<file path="config.mk">
export PLATFORM = sky130hd
export DESIGN_NAME = fifo_stream_reader_flat
export DESIGN_NICKNAME = d
export VERILOG_FILES = /design/src/rtl/fifo_stream_reader_if.sv /design/src/rtl/fifo_stream_reader.sv /design/src/flat_wrapper.sv
export SDC_FILE = /design/constraint.sdc
export NUM_CORES = 1
export LEC_CHECK = 0
export ABC_CLOCK_PERIOD_IN_PS = 2300
export CAP_MARGIN = 20
export CORE_ASPECT_RATIO = 0.9
export CORE_MARGIN = 4
export CORE_UTILIZATION = 34
export DETAILED_ROUTE_END_ITERATION = 10
export PLACE_DENSITY_LB_ADDON = 0.3
export SYNTH_ARGS = -nofsm -noshare
export SYNTH_HDL_FRONTEND = slang
export SYNTH_SLANG_ARGS = --single-unit
</file>
<file path="constraint.sdc">
create_clock -name clk -period 2.3 [get_ports clk]
set_input_delay 0.23 -clock clk [delete_from_list [all_inputs] [get_ports clk]]
set_output_delay 0.23 -clock clk [all_outputs]
set_load 0.05 [all_outputs]
</file>
<file path="src/rtl/fifo_stream_reader_if.sv">
`default_nettype none
// ============================================================================
// Module      : fifo_stream_reader_if
// Description : Bundles the FIFO read-port signals and the downstream
//               valid/ready stream of fifo_stream_reader.
//               master : the reader (drives fifo_rd_en, m_valid, m_data)
//               slave  : the environment (FIFO + consumer)
//   fifo_empty  FIFO empty flag (registered inside the FIFO)
//   fifo_dout   FIFO read data, valid the cycle after fifo_rd_en
//   fifo_rd_en  read strobe into the FIFO
//   m_valid     output word valid
//   m_data      output word
//   m_ready     consumer accepts m_data when m_valid && m_ready
// Revision    : 1.0 - initial release
// ============================================================================
interface fifo_stream_reader_if #(
    parameter int DATA_WIDTH = 8
);
    logic                  fifo_empty;
    logic [DATA_WIDTH-1:0] fifo_dout;
    logic                  fifo_rd_en;
    logic                  m_valid;
    logic [DATA_WIDTH-1:0] m_data;
    logic                  m_ready;

    modport master (
        input  fifo_empty,
        input  fifo_dout,
        input  m_ready,
        output fifo_rd_en,
        output m_valid,
        output m_data
    );

    modport slave (
        output fifo_empty,
        output fifo_dout,
        output m_ready,
        input  fifo_rd_en,
        input  m_valid,
        input  m_data
    );
endinterface
`default_nettype wire

</file>
<file path="src/rtl/fifo_stream_reader.sv">
`default_nettype none
// ============================================================================
// Module      : fifo_stream_reader
// Description : Drain-side companion of the synchronous FIFO. Issues read
//               strobes, absorbs the FIFO's one-cycle registered read latency
//               in a 2-entry skid buffer and presents the words on a
//               valid/ready stream at up to one word per cycle.
// Ports       :
//   clk         single clock, posedge
//   reset       synchronous active-high reset, clears all state
//   clear       synchronous flush (shared with the FIFO), keeps xfer_count
//   bus         fifo_stream_reader_if.master (FIFO read port + stream)
//   xfer_count  number of accepted output words, wraps mod 2^CNT_WIDTH
//   busy        words held or a read outstanding
// Revision    : 1.0 - initial release
// ============================================================================
module fifo_stream_reader #(
    parameter int DATA_WIDTH = 8,
    parameter int CNT_WIDTH  = 16
) (
    input  wire logic                 clk,
    input  wire logic                 reset,
    input  wire logic                 clear,
    fifo_stream_reader_if.master      bus,
    output logic [CNT_WIDTH-1:0]      xfer_count,
    output logic                      busy
);

    localparam logic [CNT_WIDTH-1:0] C_CNT_ONE = {{(CNT_WIDTH-1){1'b0}}, 1'b1};
    localparam logic [2:0]           C_HOLD_MAX = 3'd2;

    // Buffer occupancy doubles as the control state.
    typedef enum logic [1:0] {
        OCC_0 = 2'd0,
        OCC_1 = 2'd1,
        OCC_2 = 2'd2
    } occ_t;

    occ_t                  r_occ;
    occ_t                  w_occ_next;
    logic                  r_inflight;
    logic [DATA_WIDTH-1:0] r_buf0;
    logic [DATA_WIDTH-1:0] r_buf1;
    logic [DATA_WIDTH-1:0] w_buf0_next;
    logic [DATA_WIDTH-1:0] w_buf1_next;
    logic [CNT_WIDTH-1:0]  r_xfer;

    logic                  w_valid;
    logic                  w_pop;
    logic [2:0]            w_held;
    logic                  w_rd_en;

    assign w_valid = (r_occ != OCC_0);
    assign w_pop   = w_valid && bus.m_ready;

    // Words held plus the word in flight; the strobe logic keeps this <= 2.
    assign w_held  = {1'b0, r_occ} + {2'b00, r_inflight};

    // A pop this cycle frees a slot, so reading stays legal even when full;
    // this is the only combinational input-to-output path.
    assign w_rd_en = !reset && !clear && !bus.fifo_empty
                     && ((w_held < C_HOLD_MAX) || w_pop);

    // ------------------------------------------------------------------------
    // Next-state: apply this cycle's pop first, then drop the returning word
    // (if any) into the first free slot.
    // ------------------------------------------------------------------------
    always_comb begin
        w_occ_next  = r_occ;
        w_buf0_next = r_buf0;
        w_buf1_next = r_buf1;

        case (r_occ)
            OCC_0: begin
                if (r_inflight) begin
                    w_buf0_next = bus.fifo_dout;
                    w_occ_next  = OCC_1;
                end
            end
            OCC_1: begin
                if (w_pop && r_inflight) begin
                    w_buf0_next = bus.fifo_dout;
                end else if (w_pop) begin
                    w_occ_next  = OCC_0;
                end else if (r_inflight) begin
                    w_buf1_next = bus.fifo_dout;
                    w_occ_next  = OCC_2;
                end
            end
            OCC_2: begin
                // A read is never outstanding while both slots are held
                // unless a pop was granted, so inflight implies pop here.
                if (w_pop) begin
                    w_buf0_next = r_buf1;
                    if (r_inflight) begin
                        w_buf1_next = bus.fifo_dout;
                    end else begin
                        w_occ_next  = OCC_1;
                    end
                end
            end
            default: begin
                w_occ_next = OCC_0;
            end
        endcase
    end

    // ------------------------------------------------------------------------
    // State register: reset > clear > normal operation.
    // ------------------------------------------------------------------------
    always_ff @(posedge clk) begin
        if (reset) begin
            r_occ      <= OCC_0;
            r_inflight <= 1'b0;
            r_buf0     <= '0;
            r_buf1     <= '0;
            r_xfer     <= '0;
        end else if (clear) begin
            // A word still returning from a pre-clear read is dropped by
            // clearing inflight; the counter keeps its history.
            r_occ      <= OCC_0;
            r_inflight <= 1'b0;
        end else begin
            r_occ      <= w_occ_next;
            r_inflight <= w_rd_en;
            r_buf0     <= w_buf0_next;
            r_buf1     <= w_buf1_next;
            if (w_pop) begin
                r_xfer <= r_xfer + C_CNT_ONE;
            end
        end
    end

    assign bus.fifo_rd_en = w_rd_en;
    assign bus.m_valid    = w_valid;
    assign bus.m_data     = r_buf0;
    assign xfer_count     = r_xfer;
    assign busy           = w_valid || r_inflight;

endmodule
`default_nettype wire

</file>
<file path="src/flat_wrapper.sv">
// flat-port wrapper written by rule: the top's interface ports become plain ports
module fifo_stream_reader_flat 
#(
    parameter int DATA_WIDTH = 8,
    parameter int CNT_WIDTH  = 16
)
  (clk, reset, clear, xfer_count, busy, bus_fifo_empty, bus_fifo_dout, bus_m_ready, bus_fifo_rd_en, bus_m_valid, bus_m_data);
  fifo_stream_reader_if #(.DATA_WIDTH(DATA_WIDTH)) bus_i ();
  input  wire logic clk;
  input  wire logic reset;
  input  wire logic clear;
  output logic [CNT_WIDTH-1:0] xfer_count;
  output logic busy;
  input wire logic [$bits(bus_i.fifo_empty)-1:0] bus_fifo_empty;
  input wire logic [$bits(bus_i.fifo_dout)-1:0] bus_fifo_dout;
  input wire logic [$bits(bus_i.m_ready)-1:0] bus_m_ready;
  output wire logic [$bits(bus_i.fifo_rd_en)-1:0] bus_fifo_rd_en;
  output wire logic [$bits(bus_i.m_valid)-1:0] bus_m_valid;
  output wire logic [$bits(bus_i.m_data)-1:0] bus_m_data;
  assign bus_i.fifo_empty = bus_fifo_empty;
  assign bus_i.fifo_dout = bus_fifo_dout;
  assign bus_i.m_ready = bus_m_ready;
  assign bus_fifo_rd_en = bus_i.fifo_rd_en;
  assign bus_m_valid = bus_i.m_valid;
  assign bus_m_data = bus_i.m_data;
  fifo_stream_reader #(.DATA_WIDTH(DATA_WIDTH), .CNT_WIDTH(CNT_WIDTH)) u_core (.clk(clk), .reset(reset), .clear(clear), .bus(bus_i), .xfer_count(xfer_count), .busy(busy));
endmodule
</file>
== Yosys cells after proc, flatten, opt, wreduce, memory -nomap -nowiden ==
Cells that the tools add are included.

* Bits in writable memories: 0
* Memory bits (read-only): 0
* Logic and storage cells: 53
* Memories kept: 0
* Bits in registers: 35
* Bits in latches: 0
* Output and inout bits: 27
* Bits of input ports: 13

* Bitwise logic cells: 1
* Add/subtract/negate cells: 2
* Shift operators: 0
* $lt $le $gt $ge: 1
* Reductions and logical operators: 19
* Multiplexer cells: 16
* $mul: 0
* Equality and inequality tests: 9
* Div/mod/pow operators: 0

{| class="wikitable"
|+ Operators by type and width
! kind !! number
|-
| 8-bit 2-to-1 mux || 7
|-
| 8-bit one-hot mux with 3 select lines || 1
|-
| 16-bit by 1-bit adder with 16-bit output, second input constant || 1
|-
| 8-bit one-hot mux with 2 select lines || 1
|-
| 5-bit AND reduction || 3
|-
| 2-bit 2-to-1 mux || 6
|-
| 2-bit by 1-bit != test with 1-bit output, second input constant || 3
|-
| 2-bit != test, second input constant || 3
|-
| 2-bit one-hot mux with 3 select lines || 1
|-
| 1-bit logical AND || 5
|-
| 2-bit nonzero test || 2
|-
| 2-bit by 1-bit adder with 3-bit output || 1
|-
| 1-bit logical NOT || 3
|-
| 3-bit by 2-bit less-than comparator with 1-bit output, second input constant || 1
|-
| 3-bit by 1-bit != test with 1-bit output, second input constant || 1
|-
| 3-bit nonzero test || 1
|-
| 2-bit by 1-bit equality test with 1-bit output, second input constant || 1
|-
| 2-bit equality test, second input constant || 1
|-
| 2-bit logical NOT || 1
|-
| 1-bit logical OR || 2
|-
| 2-bit AND reduction || 1
|-
| 2-bit OR reduction || 1
|-
| 1-bit inverter || 1
|}

== Depth between registers and ports, before layout ==
* Depth in word-level cells: 5
* Gate-level depth with buffers: 6
* Mapped depth without buffers: 5

== Worst setup path after synthesis ==
Ideal clock, no wire load.

* Path kind: register -> output
* From: register u_core.r_occ[1]
* To: output bus_fifo_rd_en
* Setup slack: 26 ps
* Arrival: 2,044 ps
* Required time: 2,070 ps
* Cell stages (with the launch flop): 5
* Cell sequence: dfxtp_1 clkbuf_2 a21oi_1 nor2_1 nor4_1

* Word-level cells in the longest chain between the ends: 4
* Elaborated cells between the ends (all ways): 6
* Those cells by class: add/sub: 1; order compare: 1; reduce/logical: 4

{| class="wikitable"
|+ RTL lines
! item !! RTL line !! source
|-
| start, declared || fifo_stream_reader.sv:39 || <nowiki>occ_t r_occ;</nowiki>
|-
| start signal, assigned || fifo_stream_reader.sv:124 || <nowiki>r_occ <= w_occ_next;</nowiki>
|-
| 2-bit by 1-bit adder with 3-bit output / 2-bit nonzero test (equally long branches) || fifo_stream_reader.sv:57, fifo_stream_reader.sv:53 ||
|-
| 3-bit by 2-bit less-than comparator with 1-bit output / 1-bit logical AND (equally long branches) || fifo_stream_reader.sv:62, fifo_stream_reader.sv:54 ||
|-
| 1-bit logical OR * || fifo_stream_reader.sv:62 || <nowiki>&& ((w_held < C_HOLD_MAX) || w_pop);</nowiki>
|-
| 1-bit logical AND * || fifo_stream_reader.sv:62 ||
|-
| end, declared || flat_wrapper.sv:17 || <nowiki>output wire logic [$bits(bus_i.fifo_rd_en)-1:0] bus_fifo_rd_en;</nowiki>
|}

Every way passes the cells marked *; elsewhere a longest branch is shown, timed or not.

== Final worst setup path ==
* From: register u_core.r_occ[1]
* To: output bus_m_valid

* Word-level cells in the longest chain between the ends: 1

{| class="wikitable"
|+ RTL lines
! item !! RTL line !! source
|-
| 2-bit nonzero test || fifo_stream_reader.sv:53 || <nowiki>assign w_valid = (r_occ != OCC_0);</nowiki>
|-
| end, declared || flat_wrapper.sv:18 || <nowiki>output wire logic [$bits(bus_i.m_valid)-1:0] bus_m_valid;</nowiki>
|}

No other way between the ends.

==> flow_summary.json <==
{
  "place.gp.congestion": 0.8023,
  "dp_hpwl_mm": 2.579,
  "vias": 1354,
  "ys_async_sr_fraction": 0,
  "final_cell_mix": "clkdlybuf4s50_1 (38), dfxtp_1 (35), nor2_1 (20), a21oi_1 (17), mux2i_1 (17)",
  "synthTopCellsByArea": "dfxtp_1 (43%), mux2i_1 (11%), a21oi_1 (5.3%)",
  "yosys.area_share.simple": 0.2220,
  "relSlewSlack": 0.6635,
  "seq_area_frac_synth": 0.4331,
  "row_count": 23,
  "die_w_um": 80.71,
  "yosysWarnings": 0,
  "first_iter_violations": 40,
  "p_sw_uw": 279.2,
  "worst_setup_path_end_kind": "output port",
  "post-route-drc-count": 0,
  "crit_type": "reg2out",
  "rsz0062_at_grt": "false",
  "cp.arrival_ns": 1.85,
  "slowest_delay_ns": 0.82,
  "power_leakage_nw": 0.8621,
  "total_power_mw": 1.157,
  "grt_max_degree": 38,
  "fin_skew_ns": 0.007590,
  "drv_slew": 0,
  "crit_path_cell_trace": "nor2_2 > inv_1 > clkdlybuf4s50_1",
  "timing.fmax_ghz": 0.4799,
  "dp.cells": 274,
  "grt_pass1_vias": 1344,
  "ys.flop_type": "dfxtp_1",
  "postSynthCellCount": 176,
  "grt-ovfl-total": 0,
  "cp_num_cells": 3,
  "vias_per_cell": 4.801,
  "regToRegSetupSlack_ns": 0.41,
  "core_area_um2": 4518,
  "port_buffers": 39,
  "sequential_cell_area_um2": 700.7,
  "min-delay-start": "u_core.xfer_count[15]",
  "cp_top_family": "buffers and inverters",
  "start_util": 0.3581,
  "postCtsHoldBufs": 0,
  "final.hold.worst_slack_ns": 0.4908,
  "syn_to_final_growth_pct": 34.65,
  "place_ws_ns": 0.1742,
  "grt_usage": 0.1363,
  "final.min_clock_period_ns": 2.084,
  "cts_sinks": 35,
  "setup_viol_count_final": 0,
  "io_pins": 40,
  "final_util": 0.4821,
  "power.density_nw_per_um2": 531.0,
  "outcome": "complete, no violations",
  "die_y_um": 73.44,
  "p_seq_frac": 0.534,
  "path_max_fanout": 9,
  "power.internal_uw": 877.5,
  "synth_fp_nets": 190,
  "cts_max_level": 2,
  "insertion_delay_ns": 0.28,
  "crit_start": "u_core.r_occ[1]",
  "setup_ws_ns": 0.2164,
  "synth_top_area_share": 0.4331,
  "worst_r2r_path_depth": 4,
  "die-area_um2": 5927,
  "synthAdderAreaFrac": 0.007734,
  "path_buf_inv": 2,
  "tightestPinTransition_ns": 0.5032,
  "final_common_cell": "clkdlybuf4s50_1",
  "postCtsSetupBuffers": 0,
  "n_antenna_cell": 0,
  "multiInputGateArea_um2": 862.1,
  "yosysTopAreaCell": "dfxtp_1",
  "cts_max_path_buffers": 2,
  "cts_tree": "built",
  "maxCapViolations": 0,
  "wl_per_cell_um": 12.54,
  "clk_pin_slew_worst_paths_ns": 0.07,
  "routed_wl_mm": 3.537,
  "drive_above_1_share": 0.08636,
  "grt_pass1_wl_mm": 6.272,
  "cp-endpoint": "bus_m_valid",
  "ys_types": 41,
  "crit_required_ns": 2.07,
  "cts_root_buf": "clkbuf_8",
  "ant_nets": 0,
  "ir_worst_vdd_mv": 0.2389,
  "dr.pass1.iters": 4,
  "fin_tns_setup_ns": 0,
  "synth_top_family_by_area": "simple AND/OR/NAND/NOR gates",
  "cts_buffers": 5,
  "hold_path.class": "reg2reg",
  "final_cells": 282,
  "pwr-share-comb": 0.105,
  "final_area_um2": 2178,
  "synth_area_um2": 1618,
  "r2r_end": "u_core.xfer_count[15]",
  "cp-start-kind": "register",
  "antenna_found_initial": 0,
  "synthMuxAreaShare": 0.1191,
  "crit_path_top_delay_cell": "clkdlybuf4s50_1",
  "r2r_start": "u_core.r_occ[1]",
  "place_area_um2": 2097,
  "fillers": 453,
  "layout.nets": 233,
  "ys_ff_latch": 35,
  "pwr-share-clk": 0.361,
  "fin_crit_sh": 0.9059,
  "p_sw_frac": 0.2414,
  "cts_resized": 0,
  "synth-xor-area-share": 0.03790,
  "hold_violations": 0,
  "synth_compound_area_frac": 0.1462,
  "synth_edf_count": 0,
  "synth_area_per_cell_um2": 9.192
}
[cell type report]
class	count	share of cell area
well taps	62	0.03561
clock buffers	7	0.03504
flip-flops and latches	35	0.3217
repair buffers	45	0.2045
inverters	3	0.005169
multi-input cells	129	0.3957
clock inverters	1	0.002298
[sequential cells by signal (all words and copies together) (netlist names)]
name and flops:
u_core.r_occ 2, u_core.r_inflight 1, u_core.xfer_count 16, u_core.r_buf1 8, u_core.bus.m_data 8
[worst min-delay path, stage by stage, from the launching register on]
cell and delay, ns:
dfxtp_1 0.32, o31ai_1 0.06, a21oi_1 0.06
[logic make-up after synthesis]
kind of cell,Yosys count
and+or+nand+nor,66
buffers and inverters,12
adders and majority gates,1
muxes,19
AOI/OAI and AO/OA,36
xor gates and xnor gates,7
DFF,35
[worst min path at each step]
| stage | endpoint | slack, ns | cells past startpoint |
|---|---|---|---|
| floorplan | u_core.r_inflight | 0.31 | 1 |
| global placement | u_core.r_buf1[0] | 0.47 | 2 |
| detailed placement | u_core.r_buf1[5] | 0.49 | 2 |
| CTS | u_core.xfer_count[15] | 0.50 | 2 |
| global route | u_core.r_buf1[7] | 0.53 | 2 |
| finish | u_core.xfer_count[15] | 0.49 | 2 |
[power by group through the flow]
stage                     combinational (mW)  sequential [mW]  clock (mW)
after floorplan                       0.0485            0.649           0
after global placement                 0.122            0.632           0
after detailed placement               0.123            0.632           0
after CTS                              0.123            0.618       0.436
after global routing                   0.131            0.618       0.459
final                                  0.121            0.618       0.417
[Yosys cell counts (all sizes together) (2+ instances only)]
master / number
or2b: 2
or3: 5
xnor2: 3
clkbuf: 6
dfxtp: 35
xor2: 4
buf: 3
nand4: 4
nor2: 21
a21oi: 17
o21ai: 4
nand2: 5
a311oi: 8
nor2b: 4
or4: 2
mux2i: 17
and4: 2
nor3: 5
inv: 2
nand3: 5
o31ai: 2
mux2: 2
nor4: 3
and2b: 2
[metal layers]
metal | GRT usage | up-vias | part of all wire
li1 | - | 732 | -
met5 | 0 | - | 0
met3 | 0.04534 | 2 | 0.035
met4 | 0.04503 | 0 | 0.0068
met1 | 0.1785 | 602 | 0.51
met2 | 0.2114 | 18 | 0.45
(Power assumes the default switching activity.)
